### src/rtl/fp_norm_pkg.sv
// fp_norm_pkg - shared constants and types for the FP add/sub normaliser.
//
// Contents:
//   FP_EXP_W / FP_MAN_W / FP_GRS_W : default exponent, fraction and GRS widths
//   sum_w()                        : raw-sum width (carry + hidden + fraction + GRS)
//   norm_res_t                     : stage-2 result record
//
// The record is sized from the package defaults. A build that overrides the
// block widths must override these constants to the same values.
package fp_norm_pkg;

    localparam int FP_EXP_W = 8;
    localparam int FP_MAN_W = 23;
    localparam int FP_GRS_W = 3;

    function automatic int sum_w(input int man_w, input int grs_w);
        return man_w + grs_w + 2;
    endfunction

    localparam int FP_SUM_W = sum_w(FP_MAN_W, FP_GRS_W);

    typedef struct packed {
        logic                         sign;
        logic [FP_EXP_W-1:0]          exp;
        logic [FP_MAN_W+FP_GRS_W-1:0] frac;
        logic                         zero;
        logic                         underflow;
        logic                         overflow;
    } norm_res_t;

endpackage

### src/rtl/fp_normalize_pipe_if.sv
// fp_normalize_pipe_if - beat interface between mantissa adder, normaliser
// and rounder.
//
// Signals:
//   in_valid/in_ready    : input handshake
//   in_sign/exp/sum      : raw adder result (sum = carry, hidden, frac, GRS)
//   out_valid/out_ready  : output handshake
//   out_sign/exp/frac    : normalised result, GRS kept in frac LSBs
//   out_zero/underflow/overflow : result flags
//
// Modports: master = producer/consumer side (drives inputs, accepts output),
//           slave  = normaliser side.
interface fp_normalize_pipe_if
    import fp_norm_pkg::*;
#(
    parameter int EXP_W = FP_EXP_W,
    parameter int MAN_W = FP_MAN_W,
    parameter int GRS_W = FP_GRS_W
);
    localparam int SUM_W = sum_w(MAN_W, GRS_W);

    logic                   in_valid;
    logic                   in_ready;
    logic                   in_sign;
    logic [EXP_W-1:0]       in_exp;
    logic [SUM_W-1:0]       in_sum;
    logic                   out_valid;
    logic                   out_ready;
    logic                   out_sign;
    logic [EXP_W-1:0]       out_exp;
    logic [MAN_W+GRS_W-1:0] out_frac;
    logic                   out_zero;
    logic                   out_underflow;
    logic                   out_overflow;

    modport master (
        output in_valid, in_sign, in_exp, in_sum, out_ready,
        input  in_ready, out_valid, out_sign, out_exp, out_frac,
               out_zero, out_underflow, out_overflow
    );

    modport slave (
        input  in_valid, in_sign, in_exp, in_sum, out_ready,
        output in_ready, out_valid, out_sign, out_exp, out_frac,
               out_zero, out_underflow, out_overflow
    );

endinterface

### src/rtl/fp_lzc.sv
// fp_lzc - combinational leading-zero counter built as a binary tree.
//
// Ports:
//   in_i  [WIDTH]              : vector to scan (MSB first)
//   lzc_o [$clog2(WIDTH)+1]    : number of leading zeros, WIDTH when all zero
module fp_lzc #(
    parameter int WIDTH = 27
) (
    input  logic [WIDTH-1:0]            in_i,
    output logic [$clog2(WIDTH):0]      lzc_o
);
    localparam int L  = $clog2(WIDTH);
    localparam int P  = 1 << L;
    localparam int OW = L + 1;

    // Padding with ones below the LSB keeps the tree a power of two without
    // changing the count for any input that holds a one.
    logic [P-1:0] padded;

    always_comb begin
        padded = '1;
        padded[P-1 -: WIDTH] = in_i;
    end

    // Level l holds P>>l nodes; node 0 covers the most significant slice.
    // A node reports "contains a one" and the zero count up to that one.
    for (genvar l = 0; l <= L; l++) begin : g_lvl
        localparam int N = P >> l;
        logic [N-1:0]  vld;
        logic [OW-1:0] cnt [N];

        if (l == 0) begin : g_leaf
            for (genvar i = 0; i < N; i++) begin : g_b
                assign vld[i] = padded[P-1-i];
                assign cnt[i] = '0;
            end
        end else begin : g_node
            for (genvar j = 0; j < N; j++) begin : g_n
                assign vld[j] = g_lvl[l-1].vld[2*j] | g_lvl[l-1].vld[2*j+1];
                assign cnt[j] = g_lvl[l-1].vld[2*j] ? g_lvl[l-1].cnt[2*j]
                              : OW'(1 << (l-1)) + g_lvl[l-1].cnt[2*j+1];
            end
        end
    end

    assign lzc_o = g_lvl[L].vld[0] ? g_lvl[L].cnt[0] : OW'(WIDTH);

endmodule

### src/rtl/fp_normalize_pipe.sv
// fp_normalize_pipe - two-stage normaliser for the FPU add/sub datapath.
//
// Ports:
//   clk   : clock
//   reset : synchronous active-high reset, drops any in-flight beats
//   bus   : fp_normalize_pipe_if.slave (input beat: sign/exp/raw sum,
//           output beat: sign/exp/frac+GRS and zero/underflow/overflow flags)
//
// Stage 1 registers the raw adder result; the leading-zero count of the
// sum below the carry is taken from the registered value. Stage 2 selects
// the normalisation case and registers the result record.
//
// Build option: define FP_NORM_FTZ_EN to flush subnormal results to zero
// (zero and underflow both set).
module fp_normalize_pipe
    import fp_norm_pkg::*;
#(
    parameter int EXP_W = FP_EXP_W,
    parameter int MAN_W = FP_MAN_W,
    parameter int GRS_W = FP_GRS_W
) (
    input  logic               clk,
    input  logic               reset,
    fp_normalize_pipe_if.slave bus
);
    localparam int SUM_W = sum_w(MAN_W, GRS_W);
    localparam int LZC_W = $clog2(SUM_W - 1) + 1;
    localparam logic [EXP_W:0] EXP_SAT = {1'b0, {EXP_W{1'b1}}};

    logic             s1_valid_q;
    logic             s1_sign_q;
    logic [EXP_W-1:0] s1_exp_q;
    logic [SUM_W-1:0] s1_sum_q;
    logic [LZC_W-1:0] lzc;

    logic             out_valid_q;
    norm_res_t        res_q, res_d;

    logic             s1_adv, s2_adv;

    logic [SUM_W-1:0] shifted;
    logic [EXP_W:0]   exp_ext, lzc_ext, exp_inc;
    logic [EXP_W-1:0] exp_sub;

    fp_lzc #(.WIDTH(SUM_W - 1)) u_lzc (
        .in_i  (s1_sum_q[SUM_W-2:0]),
        .lzc_o (lzc)
    );

    assign s2_adv      = !out_valid_q || bus.out_ready;
    assign s1_adv      = !s1_valid_q || s2_adv;
    assign bus.in_ready = s1_adv;

    assign exp_ext = {1'b0, s1_exp_q};
    assign lzc_ext = (EXP_W+1)'(lzc);
    assign exp_inc = exp_ext + (EXP_W+1)'(1);
    assign exp_sub = s1_exp_q - EXP_W'(lzc);

    always_comb begin
        res_d      = '0;
        res_d.sign = s1_sign_q;
        shifted    = '0;
        if (s1_sum_q == '0) begin
            res_d.zero = 1'b1;
        end else if (s1_sum_q[SUM_W-1]) begin
            // Right shift by one folds the dropped bit into the new LSB so
            // sticky information survives.
            shifted = {1'b0, s1_sum_q[SUM_W-1:2], s1_sum_q[1] | s1_sum_q[0]};
            if (exp_inc >= EXP_SAT) begin
                res_d.exp      = '1;
                res_d.overflow = 1'b1;
            end else begin
                res_d.exp  = exp_inc[EXP_W-1:0];
                res_d.frac = shifted[SUM_W-3:0];
            end
        end else if (s1_exp_q == '0) begin
            res_d.frac = s1_sum_q[SUM_W-3:0];
            if (s1_sum_q[SUM_W-2]) begin
                res_d.exp = EXP_W'(1);
            end else begin
                res_d.underflow = 1'b1;
            end
        end else if (lzc_ext < exp_ext) begin
            shifted    = s1_sum_q << lzc;
            res_d.exp  = exp_sub;
            res_d.frac = shifted[SUM_W-3:0];
        end else begin
            // Clamp to the subnormal range instead of letting the exponent wrap.
            shifted         = s1_sum_q << (s1_exp_q - EXP_W'(1));
            res_d.frac      = shifted[SUM_W-3:0];
            res_d.underflow = 1'b1;
        end
`ifdef FP_NORM_FTZ_EN
        if (res_d.underflow) begin
            res_d.exp  = '0;
            res_d.frac = '0;
            res_d.zero = 1'b1;
        end
`else
`endif
    end

    always_ff @(posedge clk) begin
        if (reset) begin
            s1_valid_q  <= 1'b0;
            s1_sign_q   <= 1'b0;
            s1_exp_q    <= '0;
            s1_sum_q    <= '0;
            out_valid_q <= 1'b0;
            res_q       <= '0;
        end else begin
            if (s1_adv) begin
                s1_valid_q <= bus.in_valid;
                if (bus.in_valid) begin
                    s1_sign_q <= bus.in_sign;
                    s1_exp_q  <= bus.in_exp;
                    s1_sum_q  <= bus.in_sum;
                end
            end
            if (s2_adv) begin
                out_valid_q <= s1_valid_q;
                if (s1_valid_q) begin
                    res_q <= res_d;
                end
            end
        end
    end

    assign bus.out_valid     = out_valid_q;
    assign bus.out_sign      = res_q.sign;
    assign bus.out_exp       = res_q.exp;
    assign bus.out_frac      = res_q.frac;
    assign bus.out_zero      = res_q.zero;
    assign bus.out_underflow = res_q.underflow;
    assign bus.out_overflow  = res_q.overflow;

endmodule
### src/flat_wrapper.sv
// flat-port wrapper written by rule: the top's interface ports become plain ports
module fp_normalize_pipe_flat import fp_norm_pkg::*;
#(
    parameter int EXP_W = FP_EXP_W,
    parameter int MAN_W = FP_MAN_W,
    parameter int GRS_W = FP_GRS_W
)
  (clk, reset, bus_in_valid, bus_in_sign, bus_in_exp, bus_in_sum, bus_out_ready, bus_in_ready, bus_out_valid, bus_out_sign, bus_out_exp, bus_out_frac, bus_out_zero, bus_out_underflow, bus_out_overflow);
  fp_normalize_pipe_if #(.EXP_W(EXP_W), .MAN_W(MAN_W), .GRS_W(GRS_W)) bus_i ();
  input  logic clk;
  input  logic reset;
  input wire logic [$bits(bus_i.in_valid)-1:0] bus_in_valid;
  input wire logic [$bits(bus_i.in_sign)-1:0] bus_in_sign;
  input wire logic [$bits(bus_i.in_exp)-1:0] bus_in_exp;
  input wire logic [$bits(bus_i.in_sum)-1:0] bus_in_sum;
  input wire logic [$bits(bus_i.out_ready)-1:0] bus_out_ready;
  output wire logic [$bits(bus_i.in_ready)-1:0] bus_in_ready;
  output wire logic [$bits(bus_i.out_valid)-1:0] bus_out_valid;
  output wire logic [$bits(bus_i.out_sign)-1:0] bus_out_sign;
  output wire logic [$bits(bus_i.out_exp)-1:0] bus_out_exp;
  output wire logic [$bits(bus_i.out_frac)-1:0] bus_out_frac;
  output wire logic [$bits(bus_i.out_zero)-1:0] bus_out_zero;
  output wire logic [$bits(bus_i.out_underflow)-1:0] bus_out_underflow;
  output wire logic [$bits(bus_i.out_overflow)-1:0] bus_out_overflow;
  assign bus_i.in_valid = bus_in_valid;
  assign bus_i.in_sign = bus_in_sign;
  assign bus_i.in_exp = bus_in_exp;
  assign bus_i.in_sum = bus_in_sum;
  assign bus_i.out_ready = bus_out_ready;
  assign bus_in_ready = bus_i.in_ready;
  assign bus_out_valid = bus_i.out_valid;
  assign bus_out_sign = bus_i.out_sign;
  assign bus_out_exp = bus_i.out_exp;
  assign bus_out_frac = bus_i.out_frac;
  assign bus_out_zero = bus_i.out_zero;
  assign bus_out_underflow = bus_i.out_underflow;
  assign bus_out_overflow = bus_i.out_overflow;
  fp_normalize_pipe #(.EXP_W(EXP_W), .MAN_W(MAN_W), .GRS_W(GRS_W)) u_core (.clk(clk), .reset(reset), .bus(bus_i));
endmodule
### config.mk
export PLATFORM = sky130hd
export DESIGN_NAME = fp_normalize_pipe_flat
export DESIGN_NICKNAME = d
export VERILOG_FILES = /design/src/rtl/fp_norm_pkg.sv /design/src/rtl/fp_normalize_pipe_if.sv /design/src/rtl/fp_lzc.sv /design/src/rtl/fp_normalize_pipe.sv /design/src/flat_wrapper.sv
export SDC_FILE = /design/constraint.sdc
export NUM_CORES = 1
export LEC_CHECK = 0
export ABC_AREA = 1
export BUFFER_PORTS_ARGS = -buffer_cell sky130_fd_sc_hd__clkbuf_2
export CAP_MARGIN = 10
export CORE_MARGIN = 10
export CORE_UTILIZATION = 50
export CTS_BUF_LIST = sky130_fd_sc_hd__clkbuf_8
export DETAILED_ROUTE_END_ITERATION = 10
export HOLD_SLACK_MARGIN = 0.03
export PLACE_DENSITY = 0.79
export SYNTH_ARGS = -nofsm -noshare
export SYNTH_HDL_FRONTEND = slang
export SYNTH_SLANG_ARGS = --single-unit
### constraint.sdc
create_clock -name clk -period 3.8 [get_ports clk]
set_input_delay 0 -clock clk [delete_from_list [all_inputs] [get_ports clk]]
set_output_delay 0 -clock clk [all_outputs]
set_load 0.01 [all_outputs]
Yosys cells after proc, flatten, opt, wreduce, memory -nomap -nowiden
Index checks and enable logic that the tools add are counted.

Bits in registers: 77. Bits in latches: 0. Memory bits (writable): 0. ROM bits: 0. Input bits: 41. Word-level logic and storage cells: 106. Memories kept: 0.

$add $sub $neg: 16. Multipliers: 0. Divide/modulo/power cells: 0. Order comparisons: 2. Eq/ne operators: 0. Shift operators: 2. Muxes and demuxes: 43. Bitwise logic cells: 24. Reductions and logical operators: 8.

Operator list (count): $mux W34 (3); $mux W26 (2); $mux W6 (8); $logic_not A28 Y1 (1); $shl A28 B6 Y26 (1); $shl A28 B8 Y26 (1); $or A1 B1 Y1 (24); $mux W1 (22); $add A3 B6 Y6 const A (3); $mux W8 (2); $add A2 B1 Y3 const A (5); $mux W3 (5); $add A2 B6 Y6 const A (2); $add A4 B6 Y6 const A (2); $add A8 B1 Y9 const B (1); $ge A9 B8 Y1 const B (1); $logic_not A8 Y1 (1); $lt A6 B8 Y1 (1); $sub A8 B1 Y8 const B (1); $sub A8 B6 Y8 (1); $add A5 B6 Y6 const A (1); $reduce_and A2 Y1 (2); $logic_not A1 Y1 (2); $logic_or A1 B1 Y1 (2); $mux W2 (1).

Longest topological paths before layout
Gate-level depths: netlist of the first run.

Depth in word-level cells: 13. Mapped depth: 32.

Hierarchy
From an unflattened synthesis of the first run, not the netlist that was laid out.

Cell total of the unflattened synthesis: 958. Area, all modules: 5936.9 µm².

Modules (own cells, without submodules): fp_normalize_pipe (instances 1, cells each 864, area each 5509.0 µm²); fp_lzc (instances 1, cells each 94, area each 427.9 µm²).

Worst setup path after synthesis of the first run
No wires, ideal clock.

Path kind: register -> register. Start: register u_core.s1_sum_q[18]. End: register u_core.res_q, in the netlist u_core.bus.out_frac[22]. Setup time: 0.135 ns. Data arrival time: 3.164 ns. Path slack: 0.500 ns. Stages on the path, launching flop included: 30. Clock period less this slack: 3.300 ns. Cell sequence: dfxtp_1 > inv_2 > nand2_2 > nor2_2 > nand2_2 > nor2_8 > nand3_4 > nand2_1 > inv_1 > ha_1 > fa_1 > inv_1 > nand2_1 > nand2_2 > nand2_1 > nand2_2 > nand2_4 > inv_2 > nand3_4 > nand2_4 > buf_2 > nand2_1 > nand3_1 > nand2_1 > o21ai_0 > nand2_1 > nand3_1 > nand2_1 > nand2_1 > a21oi_1.

Longest elaborated chain between the ends: 11. Elaborated cells between the ends (all ways): 18. Those cells by class: add/sub: 1; order compare: 1; shift: 2; mux: 9; bitwise: 4; reduce/logical: 1.

RTL lines: start: declaration (RTL line fp_normalize_pipe.sv:33) `logic [SUM_W-1:0] s1_sum_q;`; start signal: assignment (RTL line fp_normalize_pipe.sv:117) `s1_sum_q <= bus.in_sum;`; $mux W1 / $or A1 B1 Y1 (equally long branches) (RTL line fp_lzc.sv:40, fp_lzc.sv:39); $mux W3 / $or A1 B1 Y1 (equally long branches) (RTL line fp_lzc.sv:40, fp_lzc.sv:39); $mux W6 (RTL line fp_lzc.sv:40) `assign cnt[j] = g_lvl[l-1].vld[2*j] ? g_lvl[l-1].cnt[2*j]`; $add A4 B6 Y6 (RTL line fp_lzc.sv:41) `: OW'(1 << (l-1)) + g_lvl[l-1].cnt[2*j+1];`; $mux W6 (2 in a row) (RTL line fp_lzc.sv:40); $shl A28 B6 Y26 / $lt A6 B8 Y1 (equally long branches) (RTL line fp_normalize_pipe.sv:84, fp_normalize_pipe.sv:83); $mux W26 (RTL line fp_normalize_pipe.sv:83) `end else if (lzc_ext < exp_ext) begin`; $mux W34 (RTL line fp_normalize_pipe.sv:76) `end else if (s1_exp_q == '0) begin`; $mux W34 (RTL line fp_normalize_pipe.sv:65) `end else if (s1_sum_q[SUM_W-1]) begin`; $mux W34 (*) (RTL line fp_normalize_pipe.sv:63) `if (s1_sum_q == '0) begin`; end signal: assignment (RTL line fp_normalize_pipe.sv:123) `res_q <= res_d;`; end: declaration (RTL line fp_normalize_pipe.sv:37) `norm_res_t res_q, res_d;`.

Every way passes the cells marked *; elsewhere a longest branch is shown, timed or not. A chain may end at the register's enable or synchronous reset.

Worst setup path after layout of the first run
Start: register u_core.s1_sum_q[9]. End: register u_core.res_q, in the netlist u_core.bus.out_frac[17].

Longest elaborated chain between the ends: 11. Elaborated cells between the ends (all ways): 16. Those cells by class: add/sub: 1; order compare: 1; shift: 2; mux: 8; bitwise: 3; reduce/logical: 1.

RTL lines: $or A1 B1 Y1 (RTL line fp_lzc.sv:39) `assign vld[j] = g_lvl[l-1].vld[2*j] | g_lvl[l-1].vld[2*j+1];`; $mux W3 / $or A1 B1 Y1 (equally long branches) (RTL line fp_lzc.sv:40, fp_lzc.sv:39); $mux W6 / $or A1 B1 Y1 (equally long branches) (RTL line fp_lzc.sv:40, fp_lzc.sv:39); $mux W6 (RTL line fp_lzc.sv:40); $add A5 B6 Y6 (RTL line fp_lzc.sv:41); $mux W6 (RTL line fp_lzc.sv:40); $shl A28 B6 Y26 / $lt A6 B8 Y1 (equally long branches) (RTL line fp_normalize_pipe.sv:84, fp_normalize_pipe.sv:83); $mux W26 (RTL line fp_normalize_pipe.sv:83); $mux W34 (RTL line fp_normalize_pipe.sv:76); $mux W34 (RTL line fp_normalize_pipe.sv:65); $mux W34 (*) (RTL line fp_normalize_pipe.sv:63).

Marks and branches as above.

==> results of run 1 <==
## state kept, by name, indices dropped and copies added (netlist names), 8 cells and up
name,flops
u_core.bus.out_exp,8
u_core.bus.out_frac,26
u_core.s1_exp_q,8
u_core.s1_sum_q,28
## layout by cell type, fill, tap and decap left out, types with 5 or more instances in the layout
master | netlist | routed
sky130_fd_sc_hd__nand2_1 | 265 | 241
sky130_fd_sc_hd__nand3_1 | 129 | 110
sky130_fd_sc_hd__clkbuf_2 | 0 | 80
sky130_fd_sc_hd__a21oi_1 | 75 | 72
sky130_fd_sc_hd__dfxtp_1 | 77 | 70
sky130_fd_sc_hd__nor2_1 | 70 | 66
sky130_fd_sc_hd__buf_4 | 9 | 66
sky130_fd_sc_hd__inv_1 | 47 | 42
sky130_fd_sc_hd__dlygate4sd3_1 | 0 | 39
sky130_fd_sc_hd__a211oi_1 | 38 | 38
sky130_fd_sc_hd__nand2_2 | 8 | 31
sky130_fd_sc_hd__o21ai_0 | 28 | 26
sky130_fd_sc_hd__nor3_1 | 23 | 22
sky130_fd_sc_hd__inv_2 | 17 | 20
sky130_fd_sc_hd__nand3_2 | 1 | 19
sky130_fd_sc_hd__o21ai_1 | 14 | 11
sky130_fd_sc_hd__o31ai_1 | 11 | 11
sky130_fd_sc_hd__xor2_1 | 9 | 9
sky130_fd_sc_hd__clkbuf_8 | 0 | 9
sky130_fd_sc_hd__nand4_1 | 8 | 8
sky130_fd_sc_hd__ha_1 | 9 | 8
sky130_fd_sc_hd__buf_12 | 0 | 8
sky130_fd_sc_hd__nor2_2 | 5 | 6
sky130_fd_sc_hd__o21ai_2 | 1 | 6
sky130_fd_sc_hd__a21oi_2 | 4 | 6
sky130_fd_sc_hd__dfxtp_2 | 0 | 6
sky130_fd_sc_hd__o22ai_1 | 5 | 5
sky130_fd_sc_hd__buf_6 | 5 | 5
## routing by layer
layer | global-route usage | part of all wire
met1 | 0.336 | 0.40
met2 | 0.445 | 0.47
met3 | 0.0703 | 0.087
met4 | 0.0851 | 0.034
met5 | 0 | 0
## timing repair
item                                   CTS  global route
cloned                                   0             2
pin swaps                                2            23
setup endpoints to repair                1            26
hold buffers                            39             0
endpoints found under the hold margin   39             0
buffers inserted                         3             8
resized for setup                        3            95
## logic make-up (layout without fill, tap and decap cells)
group / Yosys count / in the layout / synth area share
AO/OA/AOI/OAI: 185 / 185 / 0.196
other: 0 / 1 / 0
flip-flops: 77 / 77 / 0.267
adder cells (fa/ha/maj): 10 / 10 / 0.0230
buffers and inverters: 122 / 282 / 0.0933
XOR/XNOR: 11 / 11 / 0.0167
AND/OR/NAND/NOR: 524 / 524 / 0.404
## layout make-up
type                            instances  area (sq um)
Inverter                               65           259
Multi-Input combinational cell        730          3960
Fill cell                             985          3650
Clock buffer                            9           124
Antenna cell                            1          2.50
Tap cell                              143           179
Clock inverter                          7          73.8
Sequential cell                        77          1550
Timing Repair Buffer                  201          1570
## how the worst max path moves through the flow
stage                                   start                 endpoint  slack [ns]
after floorplan           u_core.s1_sum_q[18]  u_core.bus.out_frac[22]        0.50
after global placement    u_core.s1_sum_q[18]  u_core.bus.out_frac[16]        0.09
after detailed placement  u_core.s1_sum_q[18]   u_core.bus.out_frac[6]        0.02
after CTS                 u_core.s1_sum_q[18]  u_core.bus.out_frac[17]        0.01
after global routing      u_core.s1_sum_q[24]  u_core.bus.out_frac[15]       -0.06
final                      u_core.s1_sum_q[9]  u_core.bus.out_frac[17]        0.17
## metrics by stage
step	cell area (sq um)	cells
4_1_cts	7280	1221
6_report	7720	1233
2_1_floorplan	5780	929
3_3_place_gp	6650	1163
3_5_place_dp	6650	1163
5_1_grt	7720	1232
## critical path: stages, from the launching register on
cell                       delay [ns]
sky130_fd_sc_hd__dfxtp_1         0.35
sky130_fd_sc_hd__nor2_1          0.14
sky130_fd_sc_hd__nand2_1         0.14
sky130_fd_sc_hd__buf_4           0.17
sky130_fd_sc_hd__o21ai_2         0.17
sky130_fd_sc_hd__o211ai_1        0.22
sky130_fd_sc_hd__ha_1            0.36
sky130_fd_sc_hd__nand2_1         0.07
sky130_fd_sc_hd__inv_1           0.05
sky130_fd_sc_hd__nand2_1         0.07
sky130_fd_sc_hd__nand2_2         0.06
sky130_fd_sc_hd__nand2_1         0.08
sky130_fd_sc_hd__nand2_2         0.08
sky130_fd_sc_hd__nand2_8         0.15
sky130_fd_sc_hd__inv_8           0.04
sky130_fd_sc_hd__nand3_4         0.15
sky130_fd_sc_hd__nand2_8         0.12
sky130_fd_sc_hd__buf_4           0.17
sky130_fd_sc_hd__o21ai_4         0.12
sky130_fd_sc_hd__nand2_1         0.10
sky130_fd_sc_hd__nor2_2          0.15
sky130_fd_sc_hd__nand2_2         0.09
sky130_fd_sc_hd__a21oi_2         0.17
sky130_fd_sc_hd__nand3_2         0.11
sky130_fd_sc_hd__nand2_1         0.07
sky130_fd_sc_hd__nand2_1         0.06
sky130_fd_sc_hd__a21oi_2         0.11
## report_power, final
| group | switching (uW) | leakage (uW) | total (uW) | internal (uW) |
|---|---|---|---|---|
| Combinational | 1270 | 0.00281 | 2070 | 802 |
| Sequential | 56.4 | 0.000636 | 932 | 876 |
| Clock | 361 | 0.0000937 | 666 | 306 |
| Total | 1680 | 0.00354 | 3670 | 1980 |
==> run summary, run 1 <==
The run finished with clean final reports. The number of distinct library cell variants in the gate-level netlist after synthesis was 44. Yosys mapped a number of flops with a built-in enable equal to 0. The worst setup path is captured at a register. The startpoint identified for the worst hold timing path is reset. The portion of the clock cycle consumed by the worst path in the final layout came out at 0.954. The worst endpoint required time was 4.12 ns; the total wire length was 23300 um. At the pin with the least slew margin, the transition time is 1.16 ns.

Remaining routing DRC violations: 0. Placer congestion estimate: 0.990. STA classifies the critical path startpoint as a register. Among all flip-flop cells after synthesis, the most frequent one is sky130_fd_sc_hd__dfxtp_1. The tools report the worst hold path endpoint as u_core.bus.out_exp[2]. Measured in cells, the most critical reg-to-reg path has a length of 26. The tools report the overall power of the completed layout as 3670 uW. The mapped netlist covers 5780 sq um. The number of endpoints failing setup at the final stage is 0, and the number of max-capacitance violations reported is 0.

The later pin in the worst-skew pair is clocked with a latency of 0.39 ns. For the post-route clock skew, the log shows 0.0134 ns. The area share of the largest cell type after synthesis is 0.267. Final hold slack: 0.332 ns.

The tightest min-delay check is of the input pin to register type. The logs give 81 for the I/O pin total and 980 for the net count after synthesis. The biggest area consumer among synthesized cells is sky130_fd_sc_hd__dfxtp_1.

Counting every sink on the clock net gives 77. The achievable frequency was 276 MHz; the flop and latch count out of synthesis was 77. The initialized floorplan defines 39 standard-cell rows. The tools report the number of nets with antenna violations after routing as 0. The final critical delay including setup and external delays came out at 3.63 ns.

CTS placed an instance of sky130_fd_sc_hd__clkbuf_8 at the clock tree root. After clock tree synthesis, the clock-pin slew on the worst setup and hold paths is 0.10 ns. Setup repair after global routing could not meet its margin everywhere. The tools report the first-pass GRT wire length as 35800 um. The max-slew violation count came out at 0. The tools report the number of endpoints with negative hold slack in the final report as 0. Number of buffers on the longest clock path: 2. TritonCTS built the clock tree. The worst slack at placement was 0.0223 ns; the total number of vias was 7336. Power spread over the standard cell area amounts to 475 nW/um^2. Relative to the synthesized area, the layout overhead comes to 33.7%. The floorplan step set the die height to 127 um. The tightest slew margin relative to the limit is 0.221. The sequential area share after synthesis is 0.267, and the post-synthesis average cell area is 6.22 sq um. For this design the static power due to leakage is 0.00354 uW. The ratio of cells with drive above 1 in the final layout was 0.275. The Yosys step of the flow raised 0 warnings. The floorplan step defined a core boundary enclosing 11400 sq um. After synthesis, the most frequently instantiated cells are sky130_fd_sc_hd__nand2_1, sky130_fd_sc_hd__nand3_1, sky130_fd_sc_hd__dfxtp_1. The logs give 0.508 for the initial core utilization and 6 for the number of iterations in the first detailed-routing pass. The run gives 0 as the number of antenna violations at the first check in global routing. The startpoint identified for the worst register-to-register timing path is u_core.s1_sum_q[9]. The H-tree was split into 3 levels. The floorplan step defined a die boundary enclosing 16300 sq um.

Dominant cell by count in the synthesized netlist: sky130_fd_sc_hd__nand2_1. The total routing resource utilization after global routing came out at 0.270. The chip width is 127 um, and the post-route worst setup slack is 0.175 ns.

The startpoint-to-endpoint class of the critical path was register to register. The final standard cell utilization of the core was 0.679; the post-detailed-route wirelength per cell was 18.9 um. The maximum number of pins on one net before global-route repair was 68; the largest vdd supply drop was 0.345 mV. The data arrival at the endpoint of the critical path was 3.95 ns.

Across all register-to-register paths, the minimum setup slack is 0.17 ns. Along the worst hold path, the cell count comes to 2. Buffers inserted during clock tree synthesis total 9.

The critical register-to-register path endpoint is u_core.bus.out_frac[17]. The final net count came out at 1135. The total grt overflow was 0; the largest driver fanout on the critical path was 16.

The fraction of registers with async set or reset after synthesis was 0; the sum of net half-perimeters after detailed placement was 16500 um. The synthesized instance count came out at 929. Input and output buffers added on the ports amount to 80. The first routing iteration left 808 violations. Using the TritonRoute via totals, the vias-per-cell ratio works out to 5.95.

The number of global-route vias before repair came out at 6670. Yosys attributes the largest share of cell area to sky130_fd_sc_hd__dfxtp_1, sky130_fd_sc_hd__nand2_1, sky130_fd_sc_hd__nand3_1, sky130_fd_sc_hd__a21oi_1, sky130_fd_sc_hd__a211oi_1. Summed over all failing endpoints, the final setup total negative slack is 0 ns.
No activity file was read; power rests on OpenSTA's default activity.
==> inputs of run 2 (changes only) <==
--- a/config.mk
+++ b/config.mk
@@ -5,15 +5,16 @@
 export SDC_FILE = /design/constraint.sdc
 export NUM_CORES = 1
 export LEC_CHECK = 0
-export ABC_AREA = 1
 export BUFFER_PORTS_ARGS = -buffer_cell sky130_fd_sc_hd__clkbuf_2
 export CAP_MARGIN = 10
+export CORE_ASPECT_RATIO = 0.7
 export CORE_MARGIN = 10
 export CORE_UTILIZATION = 50
 export CTS_BUF_LIST = sky130_fd_sc_hd__clkbuf_8
 export DETAILED_ROUTE_END_ITERATION = 10
 export HOLD_SLACK_MARGIN = 0.03
 export PLACE_DENSITY = 0.79
+export RECOVER_POWER = 25
 export SYNTH_ARGS = -nofsm -noshare
 export SYNTH_HDL_FRONTEND = slang
 export SYNTH_SLANG_ARGS = --single-unit
==> run 2 against run 1 <==
The flow now finishes with violations (negative setup slack). Sequential cell count did not move. Register-to-register slack got worse by 0.71 ns. Final cell count fell by 3.6%. Worst hold slack got worse by 0.17 ns. First-iteration DRC count rose by 48%. Critical endpoint unchanged. Combinational power rose by 37%. Sequential share of layout area fell by 2.6 points. Design area rose by 14%. Clock skew rose by 0.012 ns. Via count rose by 6.6%. Critical path type unchanged. Die area rose by 1.6%.
==> run summary, run 2 <==
Sequential area share after synthesis: 0.263. Power spread over the standard cell area amounts to 499 nW/um^2. Once layout is complete, the cells apart from fillers number 1188.

Once placement completed, the tool counted placed cells totaling 1093. The number of antenna diodes in the final layout is 0. The ratio of cells with drive above 1 in the final layout was 0.384; the post-placement cell area was 7330 sq um. The data arrival at the endpoint of the critical path came out at 4.63 ns. The remaining routing DRC violations was 0. The first global-routing pass estimated 40800 um of wire. The xor/xnor share of the synthesized area works out to 0.0194. CTS placed an instance of sky130_fd_sc_hd__clkbuf_8 at the clock tree root. After floorplanning, the core was divided into 32 placement rows. For the synthesized instance count, the log shows 784.

The dominant cell by count in the synthesized netlist is sky130_fd_sc_hd__nand2_1. The tools report the sum of net half-perimeters after detailed placement as 17900 um. Clock-pin slew was measured on the worst setup and hold paths at 0.12 ns. Internal power comes to 2400 uW. Fraction of registers with async set or reset after synthesis: 0. Once detail routing completed, the nets flagged for antenna violations numbered 0.

The tools report the area of the die as 16500 sq um. The worst hold path was traced through 3 stages. The run gives 0 as the number of antenna violations at the first check in global routing. The area share of the largest cell type after synthesis was 0.263; the height of the chip was 111 um.

The startpoint-to-endpoint class of the critical path was register to register. Prior to clock tree synthesis, the placed netlist has a worst setup slack of -0.491 ns. Setup repair after global routing could not meet its margin everywhere. Clock tree synthesis inserted a total of 9 buffers. The register ranked first by flip-flop count is u_core.s1_sum_q. Port buffering added 80 buffers. VDD sags by at most 0.339 mV.

The count of flip-flops with a built-in enable after synthesis was 0. The filler cells instantiated in the layout total 728. After detailed routing, the number of vias per cell comes to 6.58. The share of cell area taken by muxes after synthesis came out at 0.0728.

The later pin in the worst-skew pair is clocked with a latency of 0.40 ns. The flip-flop count of the largest register, all copies and words added is 28. In the layout the commonest cells are sky130_fd_sc_hd__buf_4, sky130_fd_sc_hd__nand2_1, sky130_fd_sc_hd__a21oi_1. The setup check on the worst reg-to-reg path leaves a slack of -0.54 ns. The complex-gate fraction of the synthesized area was 0.327; the I/O pin total was 81. The initial core utilization is 0.521, and the post-route worst setup slack is -0.538 ns.

The run finished, with violations left. The most critical setup path has its startpoint at u_core.s1_sum_q[23]. The chip width is 149 um. For this run, the top clock speed supported by timing is 231 MHz. The startpoint class of the critical path was a register. The power share of the sequential group came out at 0.208.

The basic-gate share of the synthesized area counting and, or, nand and nor cells came out at 0.225. The adder and majority gate portion of the synthesized area works out to 0.0226. The region available for standard cell placement spans 11300 sq um.

The number of global-route vias before repair came out at 7002. The detailed router finished its first iteration with 1194 violations. Endpoint type of the worst setup path: a register.

Across the run, the number of max-cap violations was 0. After synthesis, the cell types taking the most area are sky130_fd_sc_hd__dfxtp_1, sky130_fd_sc_hd__a21oi_1, sky130_fd_sc_hd__nand2_1, sky130_fd_sc_hd__mux2i_1, sky130_fd_sc_hd__nor2_1. The portion of the clock cycle consumed by the worst path in the final layout works out to 1.14.

The switching fraction of total power works out to 0.454. Compared with the post-synthesis result, the final layout area differs by 50.4%. For this run the aggregate overflow at the end of global routing stands at 0. Counting every sink on the clock net gives 77. Between clock sinks in the finished design, the worst skew comes to 0.0252 ns.

After synthesis, the netlist uses 78 different library cells. After synthesis the cells add up to 5860 sq um. Counting instances in the post-synthesis netlist gives the leading cell types as sky130_fd_sc_hd__nand2_1, sky130_fd_sc_hd__a21oi_1, sky130_fd_sc_hd__dfxtp_1.

The standby leakage power came out at 0.00365 uW. The logs give 4.09 ns for the worst endpoint required time and 3 for the H-tree depth. The total routing resource utilization after global routing was 0.306; the total wire length was 28600 um. Summed over all instances, the cell type with the most area after synthesis is sky130_fd_sc_hd__dfxtp_1. The tools report the switching power as 1990 uW. The congestion estimate from routability-driven global placement came to 0.998. The tools report the tightest slew margin relative to the limit as 0.486. The critical register-to-register path endpoint is u_core.bus.out_frac[17].

The clock network power share came out at 0.147. The startpoint of the tightest hold check path is reset. The most used flip-flop cell after synthesis is sky130_fd_sc_hd__dfxtp_1. The length in cells of the worst reg-to-reg path came out at 20.

Along the worst path, the maximum fanout reaches 6. The worst hold path belongs to the class input pin to register. TritonCTS built the clock tree. The library cell used most frequently in the layout, excluding fill and tap cells, is sky130_fd_sc_hd__buf_4. For the number of endpoints with negative hold slack in the final report, the log shows 0. In this run the mean area of a mapped cell was 7.47 sq um. The routed layout has 7819 vias.

For the part of the total power dissipated in combinational logic, the log shows 0.646. The worst register-to-register path begins at u_core.s1_sum_q[23]. The setup TNS came out at -10.41 ns. Setup violations remaining at the end of the flow were counted as 26.

The max-slew violation count is 0, and the final critical delay including setup and external delays is 4.34 ns. In the final routed layout, each cell accounts on average for 24.1 um. The flop and latch count out of synthesis is 77. The number of buffers on the longest clock path was 2. The actual transition at the worst max-transition pin works out to 0.768 ns. For hold timing, the worst endpoint is u_core.bus.out_exp[6]. After synthesis, the largest family of logic cells by area is compound AO/OA/AOI/OAI gates.

The final standard cell utilization of the core is 0.783. The finished cells cover 8810 sq um. The warning count from the yosys run is 0.

At the end of the flow, the number of nets in the layout was 1081. The net count after synthesis is 835, and the maximum number of pins on one net before global-route repair is 41. The tools report the number of iterations in the first detailed-routing pass as 6. The checks that failed: negative setup slack.
[run 2: worst max path at each step]
stage | to | depth (start not counted)
2_1_floorplan | u_core.bus.out_frac[12] | 19
3_3_place_gp | u_core.bus.out_frac[22] | 17
6_report | u_core.bus.out_frac[17] | 20
5_1_grt | u_core.bus.out_frac[14] | 21
4_1_cts | u_core.bus.out_frac[6] | 18
3_5_place_dp | u_core.bus.out_frac[10] | 17
[run 2: timing repair]
| item | 4_1_cts | 5_1_grt |
|---|---|---|
| hold buffers | 40 | 0 |
| gates resized for setup | 62 | 76 |
| gates cloned | 4 | 2 |
| buffers inserted | 21 | 16 |
| pin swaps | 22 | 50 |
| setup endpoints to repair | 26 | 32 |
| hold endpoints to repair | 39 | 0 |
[run 2: cells by family (layout without fill, tap and decap cells)]
logic type                 after synthesis  count (layout)
muxes                                   39              39
adders and majority gates               10              10
DFF                                     77              77
AOI/OAI and AO/OA                      278             283
xor gates and xnor gates                13              13
and+or+nand+nor                        278             278
buffers and inverters                   89             335
[run 2: critical path, stage by stage, from the launching register on]
cell and delay, ns:
sky130_fd_sc_hd__dfxtp_2 0.35, sky130_fd_sc_hd__nor4_4 0.39, sky130_fd_sc_hd__nand2_2 0.15, sky130_fd_sc_hd__buf_4 0.16, sky130_fd_sc_hd__buf_4 0.13, sky130_fd_sc_hd__o211ai_1 0.27, sky130_fd_sc_hd__nor2_2 0.09, sky130_fd_sc_hd__fa_2 0.44
sky130_fd_sc_hd__nor2b_4 0.16, sky130_fd_sc_hd__o31ai_4 0.08, sky130_fd_sc_hd__a21o_2 0.27, sky130_fd_sc_hd__buf_6 0.13, sky130_fd_sc_hd__buf_8 0.14, sky130_fd_sc_hd__a21oi_4 0.31, sky130_fd_sc_hd__a22o_4 0.25, sky130_fd_sc_hd__buf_6 0.13
sky130_fd_sc_hd__a2bb2oi_2 0.07, sky130_fd_sc_hd__mux2i_1 0.22, sky130_fd_sc_hd__buf_4 0.19, sky130_fd_sc_hd__mux2i_1 0.07, sky130_fd_sc_hd__a211oi_1 0.24
[run 2: area by class of cell]
type | count | area [sq um] | share of cell area
Multi-Input combinational cell | 623 | 4560 | 0.518
Timing Repair Buffer | 308 | 2290 | 0.260
Sequential cell | 77 | 1550 | 0.175
Tap cell | 153 | 191 | 0.0217
Clock buffer | 9 | 124 | 0.0141
Clock inverter | 7 | 57.6 | 0.00653
Inverter | 11 | 41.3 | 0.00469
[run 2: per-stage QoR]
stage,power (uW),hold WS (ns)
floorplan,2100,0.117
global placement,2950,0.225
detailed placement,2950,0.230
CTS,3900,0.164
global route,4490,0.191
finish,4390,0.157
[run 2: per-layer routing]
layer	GRT usage	up-vias	wire [um]
li1	-	3366	-
met1	0.419	3591	11300
met2	0.416	714	11600
met3	0.138	148	4630
met4	0.0928	0	1070
met5	0	-	0
[run 2: power groups by stage]
stage	logic [uW]	registers, uW	clock network [uW]
after floorplan	1180	925	0
after global placement	2030	923	0
after detailed placement	2020	926	0
after CTS	2360	908	624
after global routing	2920	918	658
final	2840	912	645
==> inputs of run 3 (changes only) <==
--- a/config.mk
+++ b/config.mk
@@ -9,11 +9,11 @@
 export CAP_MARGIN = 10
 export CORE_ASPECT_RATIO = 0.7
 export CORE_MARGIN = 10
-export CORE_UTILIZATION = 50
+export CORE_UTILIZATION = 60
 export CTS_BUF_LIST = sky130_fd_sc_hd__clkbuf_8
 export DETAILED_ROUTE_END_ITERATION = 10
 export HOLD_SLACK_MARGIN = 0.03
-export PLACE_DENSITY = 0.79
+export PLACE_DENSITY = 0.91
 export RECOVER_POWER = 25
 export SYNTH_ARGS = -nofsm -noshare
 export SYNTH_HDL_FRONTEND = slang
==> run 3 against run 2 <==
The flow now stops in 5_1_grt. Synthesized area unchanged. Synthesized cell count stayed put.
==> run summary, run 3 <==
Synthesis handed over a netlist of 784 instances. The tree is rooted in a sky130_fd_sc_hd__clkbuf_8. The clock net in this run drives a total of 77 sinks. The area share of the largest cell type after synthesis is 0.263.

The height of the chip is 103 um, and the number of distinct library cell variants in the gate-level netlist after synthesis is 78. The run ended at 5_1_grt. Among all cell types in the netlist, the one instantiated most often is sky130_fd_sc_hd__nand2_1. The fraction of registers with async set or reset after synthesis was 0; the sequential area share after synthesis was 0.263. Sorting the synthesized cells by area gives the leading types as sky130_fd_sc_hd__dfxtp_1, sky130_fd_sc_hd__a21oi_1, sky130_fd_sc_hd__nand2_1, sky130_fd_sc_hd__mux2i_1, sky130_fd_sc_hd__nor2_1.

For this run, the leading register cell type out of synthesis is sky130_fd_sc_hd__dfxtp_1. Once placement finished, the instance area stood at 7120 sq um. Entering global routing, the biggest net connects 45 pins. The run stopped with a tool error.

The net count after synthesis was 835; the chip width was 138 um. H-tree depth: 3. The largest total area in the synthesized netlist belongs to sky130_fd_sc_hd__dfxtp_1. The tools report the I/O pin total as 81. The total routing resource utilization after global routing is 0.721. After the last repair the worst path ends at a register input.

Count of standard-cell rows: 30. Summed over all layers, the global routing overflow is 22. The run gives 9 as the number of CTS-inserted buffers.

The HPWL after detailed placement is 17600 um. After synthesis the netlist holds a flip-flop and latch count of 77. By count the netlist is led by sky130_fd_sc_hd__nand2_1, sky130_fd_sc_hd__a21oi_1, sky130_fd_sc_hd__dfxtp_1. The first error in the log reads "[ERROR GRT-0232] Routing congestion too high. Check the congestion heatmap in the GUI". Input and output buffers added on the ports amount to 80. The clock passes through at most 2 buffers. The initial core utilization was 0.610; the area of the mapped netlist was 5860 sq um. The synthesized design contains 0 enable-type register cells.

During synthesis, Yosys emitted a total of 0 warnings. The global-route repair_timing pass left the worst setup endpoint at u_core.bus.out_frac[14]$_SDFFE_PP0P_/D. The average instance in the mapped netlist occupies 7.47 sq um. Placer congestion estimate: 1.19.
[run 3: cell counts after synthesis]
Identical to the previous run, type by type.
[run 3: logic make-up after synthesis]
group / synth area share
buffers and inverters: 0.0700
adders and majority gates: 0.0226
muxes: 0.0728
xor gates and xnor gates: 0.0194
AOI/OAI and AO/OA: 0.327
DFF: 0.263
and+or+nand+nor: 0.225
[run 3: repair_timing]
item	4_1_cts
gates resized for setup	52
endpoints found under the hold margin	39
pin swaps	20
buffers inserted	14
endpoints found under the setup margin	27
hold buffers	40
gates cloned	2
[run 3: metal layers]
layer	overflow	track usage
met4	10	0.704
met2	12	0.846
met5	0	0.352
met1	0	0.691
met3	0	0.671
[run 3: per-stage QoR]
| step | setup slack, ns | instances | util | TNS (ns) |
|---|---|---|---|---|
| floorplan | -0.203 | 784 | - | -1.49 |
| global placement | -0.275 | 1046 | 0.741 | -4.27 |
| detailed placement | -0.593 | 1046 | 0.741 | -10.45 |
| CTS | -0.437 | 1118 | 0.843 | -8.61 |
==> inputs of run 4 (changes only) <==
--- a/config.mk
+++ b/config.mk
@@ -7,13 +7,10 @@
 export LEC_CHECK = 0
 export BUFFER_PORTS_ARGS = -buffer_cell sky130_fd_sc_hd__clkbuf_2
 export CAP_MARGIN = 10
-export CORE_ASPECT_RATIO = 0.7
 export CORE_MARGIN = 10
-export CORE_UTILIZATION = 60
-export CTS_BUF_LIST = sky130_fd_sc_hd__clkbuf_8
+export CORE_UTILIZATION = 40
 export DETAILED_ROUTE_END_ITERATION = 10
-export HOLD_SLACK_MARGIN = 0.03
-export PLACE_DENSITY = 0.91
+export PLACE_DENSITY_LB_ADDON = 0.15
 export RECOVER_POWER = 25
 export SYNTH_ARGS = -nofsm -noshare
 export SYNTH_HDL_FRONTEND = slang
==> run 4 against run 3 <==
The flow now finishes, with violations (negative setup slack).
==> run summary, run 4 (same netlist as run 2, synthesis figures left out) <==
The area growth from synthesis to layout came out at 50.1%. Summing all placed instances gives a cell area of 7360 sq um. The logs give 7225 for the number of global-route vias before repair and 0.410 ns for the final hold slack. The initial core utilization came out at 0.406. The number of endpoints with negative hold slack in the final report was 0. Setup repair after global routing could not meet its margin everywhere.

The ratio of cells with drive above 1 in the final layout was 0.360; the final net count was 1067. The path class of the tightest hold or removal check is input pin to register. The tools report the post-route worst setup slack as -0.357 ns.

The worst-case IR drop observed on VDD is 0.311 mV. Tightest slew margin relative to the limit: 0.396. Portion of the clock cycle consumed by the worst path in the final layout: 1.09.

The final reports fail on negative setup slack. The flip-flop count of the largest register, all copies and words added was 28; the first-pass GRT wire length was 41200 um. The tools report the endpoint type of the worst setup path as a register. The run gives 0 as the number of antenna violations at the first check in global routing. The first detailed-routing pass took 6 iterations. The logs give 0.36 ns for the insertion delay of the later-clocked pin in the worst-skew pair and 241 MHz for the achievable frequency.

Actual transition at the worst max-transition pin: 0.905 ns. The run finished, with violations left. The H-tree generated during clock tree synthesis spans 3 levels. For the number of antenna cells inserted, the log shows 0. Setup violations remaining at the end of the flow were counted as 26. On the final layout, the worst clock skew is 0.0105 ns.

The worst setup path is launched from a register. The met3 usage was 0.0598; the total wire length was 26700 um. The run gives 0 as the remaining routing DRC violations.

The tools report the count of clock tree sinks as 77. The startpoint-to-endpoint class of the critical path is register to register. Commonest non-fill, non-tap cell in the layout: sky130_fd_sc_hd__buf_4. The run gives 14400 sq um as the area of the core. Routability-driven placement finished with a final weighted congestion of 0.962. The met1 track demand over resource in global routing was 0.316.

The routing usage on met2 came out at 0.418. STA puts the critical path data required time at 4.05 ns. Leaving out fill and tap cells, the most frequent cells in the layout are sky130_fd_sc_hd__buf_4, sky130_fd_sc_hd__nand2_1, sky130_fd_sc_hd__a21oi_1. Layer with the highest usage: met2. Final-layout fill cell count: 1362.

From bottom edge to top edge, the die measures 141 um. The run gives 0.260 as the total routing resource utilization after global routing. Counting the buffers created by CTS gives 9. In this run the worst path has a maximum fanout of 7. For the data arrival at the endpoint of the critical path, the log shows 4.41 ns. After detailed routing, the number of vias per cell comes to 5.98. In the final layout, the multi-input gates occupy 4450 sq um. The max-slew violation count is 0, and the overall power of the completed layout is 4450 uW. The count of buffers added on input and output ports is 80. The maximum number of pins on one net before global-route repair came out at 42.

The floorplan has 44 rows. Counting flops per register, the top entry is u_core.s1_sum_q. The total grt overflow was 0.

The detailed router's first-iteration violation count is 547. From left edge to right edge, the die measures 141 um. The area of all sequential standard cells is 1540 sq um.

Clock-pin slew was measured on the worst setup and hold paths at 0.07 ns. The area of the die was 19900 sq um; the final standard cell area without fillers was 8800 sq um. Across the run, the number of max-cap violations was 0. The tree is rooted in a sky130_fd_sc_hd__clkbuf_16. The wire-length estimate of the detail-placed layout is 19400 um. The standby leakage power is 0.00361 uW.

Dividing the detail-routed wire length by the instance count gives 22.1 um. In this run the power density over the cells is 506 nW/um^2. The tools report the I/O pin total as 81. The number of nets with antenna violations after routing came out at 0. The total number of vias came out at 7205.

TritonCTS built the clock tree. The final critical delay including setup and external delays was 4.16 ns; the number of buffers on the longest clock path was 2.
run 4: area by class of cell:
cell class / instances / area share
Clock buffer: 9 / 0.0256
Tap cell: 184 / 0.0262
Multi-Input combinational cell: 619 / 0.506
Sequential cell: 77 / 0.176
Inverter: 11 / 0.00469
Timing Repair Buffer: 298 / 0.255
Clock inverter: 7 / 0.00725
run 4: worst max-delay path, stage by stage, from the launching register on:
cell	delay, ns
sky130_fd_sc_hd__dfxtp_1	0.34
sky130_fd_sc_hd__nor4_4	0.39
sky130_fd_sc_hd__nand2_2	0.14
sky130_fd_sc_hd__nor2_4	0.12
sky130_fd_sc_hd__inv_2	0.05
sky130_fd_sc_hd__o32a_4	0.37
sky130_fd_sc_hd__ha_4	0.16
sky130_fd_sc_hd__fa_2	0.36
sky130_fd_sc_hd__nor2b_4	0.16
sky130_fd_sc_hd__o31ai_4	0.07
sky130_fd_sc_hd__a21o_2	0.26
sky130_fd_sc_hd__nor3_4	0.22
sky130_fd_sc_hd__a21oi_4	0.10
sky130_fd_sc_hd__buf_12	0.15
sky130_fd_sc_hd__buf_6	0.11
sky130_fd_sc_hd__a22o_1	0.21
sky130_fd_sc_hd__buf_4	0.13
sky130_fd_sc_hd__mux2_4	0.27
sky130_fd_sc_hd__mux2i_2	0.18
sky130_fd_sc_hd__a22o_1	0.17
sky130_fd_sc_hd__o31ai_1	0.06
run 4: timing repair:
action                                  4_1_cts  5_1_grt
pin swaps                                    49       20
gates cloned                                  1        1
hold buffers                                 39        0
hold endpoints to repair                     39        0
endpoints found under the setup margin       26       31
setup buffers                                21        6
resized for setup                            90       29
run 4: stage by stage:
stage           util  cells  TNS (ns)  setup slack, ns
2_1_floorplan      -    784     -1.49           -0.203
3_3_place_gp   0.511   1122     -8.16           -0.428
3_5_place_dp   0.511   1122     -9.15           -0.491
4_1_cts        0.597   1199     -8.21           -0.414
5_1_grt        0.610   1205    -10.86           -0.510
6_report       0.610   1205     -6.95           -0.357
run 4: routing by layer:
metal / share of wire / vias to the layer above
li1: - / 3337
met1: 0.42 / 3436
met2: 0.47 / 342
met3: 0.065 / 90
met4: 0.047 / 0
met5: 0 / -
run 4: worst paths after layout:
kind / slack, ns / cells past startpoint / startpoint / to
max reg2reg: -0.36 / 20 / u_core.s1_sum_q[24] / u_core.bus.out_frac[20]
min: 0.41 / 4 / bus_in_sign / u_core.s1_sign_q
max: -0.36 / 20 / u_core.s1_sum_q[24] / u_core.bus.out_frac[20]
min reg2reg: 0.46 / 2 / u_core.bus.out_frac[6] / u_core.bus.out_frac[6]
run 4: power breakdown:
part	internal, uW	leakage (uW)	switching [uW]
clock	458	0.000136	417
sequential	862	0.000631	48.6
combinational	1260	0.00284	1410
